--- src/rtl/fetch_stage.sv ---
// ---------------------------------------------------------------------------
// fetch_stage
//
// Instruction fetch stage sitting directly upstream of the decoder. It owns
// the program counter and keeps at most one request in flight to instruction
// memory. It buffers the returned word and presents it to the decoder with a
// state tag: 0 = nope, 1 = keep (same word re-presented), 2 = next (new word).
// Branch redirects may arrive at any time. A response that belongs to a
// redirected-away request is discarded instead of being presented.
//
// Ports:
//   clk                 single clock
//   rst_n               asynchronous, active-low reset
//   imem_req_valid      request valid (only while in REQ)
//   imem_req_ready      memory accepts the request
//   imem_req_addr       request address, always equal to the current pc
//   imem_rsp_valid      one-cycle response strobe per accepted request
//   imem_rsp_data       returned instruction word
//   dec_stall           decoder cannot consume the presented word this cycle
//   branch_valid        one-cycle redirect pulse
//   branch_target       redirect pc
//   fd_state            0 nope, 1 keep, 2 next
//   fd_raw_instruction  buffered instruction word
//   fd_pc               pc of the buffered instruction
// ---------------------------------------------------------------------------
module fetch_stage #(
  parameter int              XLEN     = 32,
  parameter int              ILEN     = 32,
  parameter logic [XLEN-1:0] RESET_PC = '0,
  parameter int              PC_STEP  = 4
) (
  input  logic            clk,
  input  logic            rst_n,
  output logic            imem_req_valid,
  input  logic            imem_req_ready,
  output logic [XLEN-1:0] imem_req_addr,
  input  logic            imem_rsp_valid,
  input  logic [ILEN-1:0] imem_rsp_data,
  input  logic            dec_stall,
  input  logic            branch_valid,
  input  logic [XLEN-1:0] branch_target,
  output logic [1:0]      fd_state,
  output logic [ILEN-1:0] fd_raw_instruction,
  output logic [XLEN-1:0] fd_pc
);

  typedef enum logic [1:0] {
    S_IDLE,
    S_REQ,
    S_WAIT,
    S_FULL
  } state_t;

  state_t          state, state_n;
  logic [XLEN-1:0] pc, pc_n;
  logic            drop_pending, drop_n;
  logic            first, first_n;
  logic [ILEN-1:0] instr_buf, instr_n;
  logic [XLEN-1:0] pc_buf, pc_buf_n;

  // Register bank: FSM state, pc and the presentation buffer.
  always_ff @(posedge clk or negedge rst_n) begin
    if (!rst_n) begin
      state        <= S_IDLE;
      pc           <= RESET_PC;
      drop_pending <= 1'b0;
      first        <= 1'b0;
      instr_buf    <= '0;
      pc_buf       <= '0;
    end else begin
      state        <= state_n;
      pc           <= pc_n;
      drop_pending <= drop_n;
      first        <= first_n;
      instr_buf    <= instr_n;
      pc_buf       <= pc_buf_n;
    end
  end

  // Next-state logic. A redirect always wins over anything else happening in
  // the same cycle: it discards a simultaneous response and it pre-empts
  // consumption of the buffered word.
  always_comb begin
    state_n  = state;
    pc_n     = pc;
    drop_n   = drop_pending;
    first_n  = first;
    instr_n  = instr_buf;
    pc_buf_n = pc_buf;
    unique case (state)
      S_IDLE: begin
        state_n = S_REQ;
      end
      S_REQ: begin
        if (branch_valid) begin
          pc_n = branch_target;
        end
        // The request being accepted was for the old pc; if a redirect
        // lands in the same cycle its response must be thrown away.
        if (imem_req_ready) begin
          state_n = S_WAIT;
          drop_n  = branch_valid;
        end
      end
      S_WAIT: begin
        if (imem_rsp_valid) begin
          drop_n  = 1'b0;
          state_n = S_REQ;
          if (branch_valid) begin
            pc_n = branch_target;
          end else if (!drop_pending) begin
            instr_n  = imem_rsp_data;
            pc_buf_n = pc;
            pc_n     = pc + XLEN'(PC_STEP);
            first_n  = 1'b1;
            state_n  = S_FULL;
          end
        end else if (branch_valid) begin
          pc_n   = branch_target;
          drop_n = 1'b1;
        end
      end
      S_FULL: begin
        first_n = 1'b0;
        if (branch_valid) begin
          pc_n    = branch_target;
          state_n = S_REQ;
        end else if (!dec_stall) begin
          state_n = S_REQ;
        end
      end
      default: begin
        state_n = S_IDLE;
      end
    endcase
  end

  // Outputs depend only on registers.
  assign imem_req_valid     = (state == S_REQ);
  assign imem_req_addr      = pc;
  assign fd_state           = (state == S_FULL) ? (first ? 2'd2 : 2'd1) : 2'd0;
  assign fd_raw_instruction = instr_buf;
  assign fd_pc              = pc_buf;

endmodule

--- config.mk ---
export PLATFORM = sky130hd
export DESIGN_NAME = fetch_stage
export DESIGN_NICKNAME = d
export VERILOG_FILES = /design/src/rtl/fetch_stage.sv
export SDC_FILE = /design/constraint.sdc
export NUM_CORES = 1
export LEC_CHECK = 0
export CAP_MARGIN = 15
export CELL_PAD_IN_SITES_DETAIL_PLACEMENT = 1
export CELL_PAD_IN_SITES_GLOBAL_PLACEMENT = 2
export CORE_MARGIN = 1.5
export CORE_UTILIZATION = 35
export DETAILED_ROUTE_END_ITERATION = 8
export DONT_BUFFER_PORTS = 1
export GPL_TIMING_DRIVEN = 0
export MAX_ROUTING_LAYER = met4
export PLACE_DENSITY_LB_ADDON = 0.1
export SETUP_SLACK_MARGIN = 0.02
export SLEW_MARGIN = 20
export SYNTH_ARGS = -nofsm -noshare
export SYNTH_HDL_FRONTEND = slang
export SYNTH_SLANG_ARGS = --single-unit
--- constraint.sdc ---
create_clock -name clk -period 2.4 [get_ports clk]
set_clock_uncertainty 0.2 [all_clocks]
set_input_delay 0.12 -clock clk [delete_from_list [all_inputs] [get_ports clk]]
set_output_delay 0.12 -clock clk [all_outputs]
set_load 0.01 [all_outputs]
==> reports/summary.txt <==
DETAILED ROUTING
----------------------------------------------------------------------------------
Number of vias after detailed routing                                         3778
Routed met2 length                                                         7370 µm
Average routed wire per standard cell                                      21.9 µm
Metal-1 WL                                                                 6710 µm
Vias per cell                                                                 5.49
Top routing layer used                                                        met4
Drt drc                                                                          0
DR WL met3                                                                  725 µm
Initial drt markers                                                            174
Post-route ant nets                                                              0
Final WL                                                                  15100 µm
Drt pass-1 iters                                                                 4

LAYOUT
----------------------------------------------------------------------------------
Fill cell count                                                               1440
Ratio of cells with drive above 1 in the final layout                        25.8%
Count of antenna diodes in the layout                                            0
Total number of nets in the final design                                       583
Layout Cell Area excl Fill                                                6170 µm²
Sequential cell area in the final layout                                  2500 µm²
Area occupied by multi-input gates                                        2220 µm²
Signed area change from the synthesized netlist to the final layout          29.7%
Final Instance Count excl. Fillers                                             688
Utilization of the core after routing                                        46.6%

FLOORPLAN
----------------------------------------------------------------------------------
Die Width                                                                   120 µm
Core ar.                                                                 13200 µm²
Die Area                                                                 14300 µm²
Y dimension of the die                                                      120 µm
Io pins                                                                        169
Placement row count                                                             42
Initial cell density of the core                                             35.9%

LOGIC SYNTHESIS
----------------------------------------------------------------------------------
Post-synthesis cell count                                                      420
Total nets after synthesis                                                     496
Cell with the most instances after synthesis                          sky130_fd_sc_hd__dfrtp_1
Summed instance area of the synthesized netlist                           4750 µm²
Count of distinct cell types in the synthesized netlist                         56
Number of synthesized flops with an enable pin                                   0
Library cell occupying the most area in the post-synthesis netlist    sky130_fd_sc_hd__dfrtp_1
Share of synthesized registers carrying an async set or reset                 100%
Top-area cell type share of the netlist area                                 52.6%
Top post-synthesis cells by area                                      sky130_fd_sc_hd__dfrtp_1 53%, sky130_fd_sc_hd__mux2_2 15%, sky130_fd_sc_hd__nand2_1 2.4%
Commonest register cell after synthesis                               sky130_fd_sc_hd__dfrtp_1
Post-synthesis average cell area                                          11.3 µm²
Register bit count reported by yosys                                           100
Total of warnings raised by yosys                                                0
Share of the yosys chip area belonging to registers                          52.6%
Commonest cells in the netlist                                        100 x sky130_fd_sc_hd__dfrtp_1, 64 x sky130_fd_sc_hd__mux2_2, 30 x sky130_fd_sc_hd__nand2_1

PWR
----------------------------------------------------------------------------------
Leakage power figure                                                       2.67 nW
Comb power frac                                                              30.2%
Peak ir drop on the vdd network                                           0.389 mV
Power consumption                                                          7.52 mW
Net switching power figure                                                 3.15 mW
Flop pwr share                                                               50.6%
Clock share of power                                                         19.3%
Internal Pwr Total                                                         4.37 mW
Power density cells                                                    1220 nW/µm²
Net Sw Frac                                                                  41.9%

CTS
----------------------------------------------------------------------------------
CTS buffer count                                                                 9
Clock tree buffer depth                                                          2
Number of buffers added to fix hold violations after cts                        69
Clock-pin slew on the worst setup and hold paths                             70 ps
Root buffer cell                                                      sky130_fd_sc_hd__clkbuf_16
Clock latency reported for the late side of the worst-skew pair             350 ps
Clock sink count                                                               100
CTS tree                                                                       yes
Htree depth                                                                      3

STA
----------------------------------------------------------------------------------
Count of final hold-check violations                                           100
Setup violators final                                                            0
RSZ-0062 raised after global routing                                           yes
Headroom to the max-slew limit                                               53.8%
Setup TNS                                                                     0 ps
Maximum operating frequency                                                433 MHz
Crit path setup slack, layout                                              88.1 ps
Final number of max-transition violations                                        0
Worst-Margin Slew                                                           692 ps
Final hold slack                                                           -743 ps
Final worst-path cycle share                                                 96.3%
Min cycle time layout                                                      2310 ps

CRITICAL PATH
----------------------------------------------------------------------------------
Critical path capture point type                                         flip-flop
Critical path startpoint category                                        flip-flop
Data arrival time at the worst-slack endpoint                              2390 ps
Class of the most critical setup path                                      reg2reg
Data required time of the worst path                                       2480 ps
Highest fanout seen on the critical path                                         8

PLACED DESIGN
----------------------------------------------------------------------------------
Worst slack at placement                                                   -632 ps
Gp weighted congestion                                                       0.771
Number of buffer cells added on primary ports                                    0
Count of placed standard cells including taps                                  596
Placed wire-length estimate after detailed placement                       9870 µm
Placement-stage cell area                                                 4980 µm²

GLOBAL ROUTING
----------------------------------------------------------------------------------
Pin count of the biggest net entering global routing                           101
GRT Residual Overflow                                                            0
Wire length of the first global-routing pass                              23200 µm
Antenna violations before repair                                                 0
Total routing usage reported by global routing                               21.9%
Number of global-route vias before repair                                     3974

MIN PATH
----------------------------------------------------------------------------------
Hold crit path type                                                       in2async

RUN STATUS
----------------------------------------------------------------------------------
Violations in the final reports                                        hold timing
Status                                                                complete, but fails checks

RUN
----------------------------------------------------------------------------------
Number of max-cap violations                                                     0

## worst max-delay path, stage by stage, from the launching register on
cell and delay (ps):
sky130_fd_sc_hd__dfrtp_2 470, sky130_fd_sc_hd__ha_4 220, sky130_fd_sc_hd__nor4b_4 320, sky130_fd_sc_hd__and4_1 250, sky130_fd_sc_hd__buf_6 140, sky130_fd_sc_hd__nand2_1 110, sky130_fd_sc_hd__nor4_2 300, sky130_fd_sc_hd__mux2i_1 210
## routing by layer
layer	track usage [%]	up-vias
li1	-	1716
met5	-	-
met3	4.23	19
met4	7.29	0
met2	35.8	113
met1	27.4	1930
## sequential cells by signal (all words and copies together) (netlist names)
| register | flops |
|---|---|
| drop_pending | 1 |
| fd_pc | 32 |
| fd_raw_instruction | 32 |
| first | 1 |
| imem_req_addr | 32 |
| state | 2 |
## cell type report
class	count	share of cell area [%]
Clock buffer	10	3.87
Clock inverter	6	0.872
Sequential cell	100	40.6
Tap cell	176	3.57
Timing Repair Buffer	78	12.3
Multi-Input combinational cell	290	35.9
Buffer	21	2.43
Inverter	7	0.467
## power groups by stage
stage | sequential [mW] | clock (mW) | combinational (mW)
final | 3.80 | 1.45 | 2.27
after global routing | 3.95 | 1.55 | 2.51
after CTS | 3.79 | 1.50 | 2.22
after detailed placement | 3.82 | 0 | 2.01
after global placement | 3.78 | 0 | 1.93
after floorplan | 3.47 | 0 | 1.55
## path summary, 6_finish.rpt
| path | startpoint | endpoint | slack, ps | cells past startpoint |
|---|---|---|---|---|
| setup / recovery | state[0]$_DFFE_PN0P_ | imem_req_addr[29]$_DFFE_PN0P_ | 90 | 7 |
| hold / removal | rst_n | fd_pc[24]$_DFFE_PN0P_ | -740 | 0 |
| setup reg to reg | state[0]$_DFFE_PN0P_ | imem_req_addr[29]$_DFFE_PN0P_ | 90 | 7 |
| hold reg to reg | first$_DFFE_PN0P_ | first$_DFFE_PN0P_ | 370 | 2 |
| max in group asynchronous | rst_n | fd_pc[7]$_DFFE_PN0P_ | 2550 | 0 |
| min in group clk | branch_valid | imem_req_addr[10]$_DFFE_PN0P_ | 10 | 3 |
## timing repair
action,in CTS,in global routing
setup buffers,0,9
hold endpoints to repair,167,100
resized for setup,28,16
pin swaps,0,11
setup endpoints to repair,97,78
## logic make-up (layout without fill, tap and decap cells)
logic type	count (synthesis)	after routing	share of synthesized area, %
AOI/OAI and AO/OA	85	85	11.3
muxes	74	74	17.3
and+or+nand+nor	125	125	14.4
adders and majority gates	6	6	1.58
buffers and inverters	30	122	2.89
DFF	100	100	52.6
## placed cells by master, fill, tap and decap left out, types with 3 or more instances in the layout
cell type	synthesis	routed
sky130_fd_sc_hd__and3_1	5	5
sky130_fd_sc_hd__nand3_1	18	18
sky130_fd_sc_hd__buf_6	1	5
sky130_fd_sc_hd__clkbuf_16	0	9
sky130_fd_sc_hd__mux2_2	64	64
sky130_fd_sc_hd__a31oi_1	3	3
sky130_fd_sc_hd__and2_1	4	4
sky130_fd_sc_hd__nand2_1	30	30
sky130_fd_sc_hd__dlygate4sd3_1	0	69
sky130_fd_sc_hd__o21ai_0	19	19
sky130_fd_sc_hd__mux2i_1	10	10
sky130_fd_sc_hd__nor2_1	22	19
sky130_fd_sc_hd__nor2b_1	3	3
sky130_fd_sc_hd__o211ai_1	3	3
sky130_fd_sc_hd__nand4_1	9	9
sky130_fd_sc_hd__o31ai_1	3	3
sky130_fd_sc_hd__inv_1	6	5
sky130_fd_sc_hd__ha_1	6	3
sky130_fd_sc_hd__a21oi_1	19	19
sky130_fd_sc_hd__o22ai_1	14	14
sky130_fd_sc_hd__a22oi_1	7	7
sky130_fd_sc_hd__buf_4	2	13
sky130_fd_sc_hd__clkbuf_2	1	6
sky130_fd_sc_hd__a21o_1	4	4
sky130_fd_sc_hd__a22o_1	3	3
sky130_fd_sc_hd__dfrtp_1	100	98
sky130_fd_sc_hd__or3_1	3	3
sky130_fd_sc_hd__and4_1	4	4
sky130_fd_sc_hd__clkinvlp_4	0	3
(Power assumes the default switching activity.)
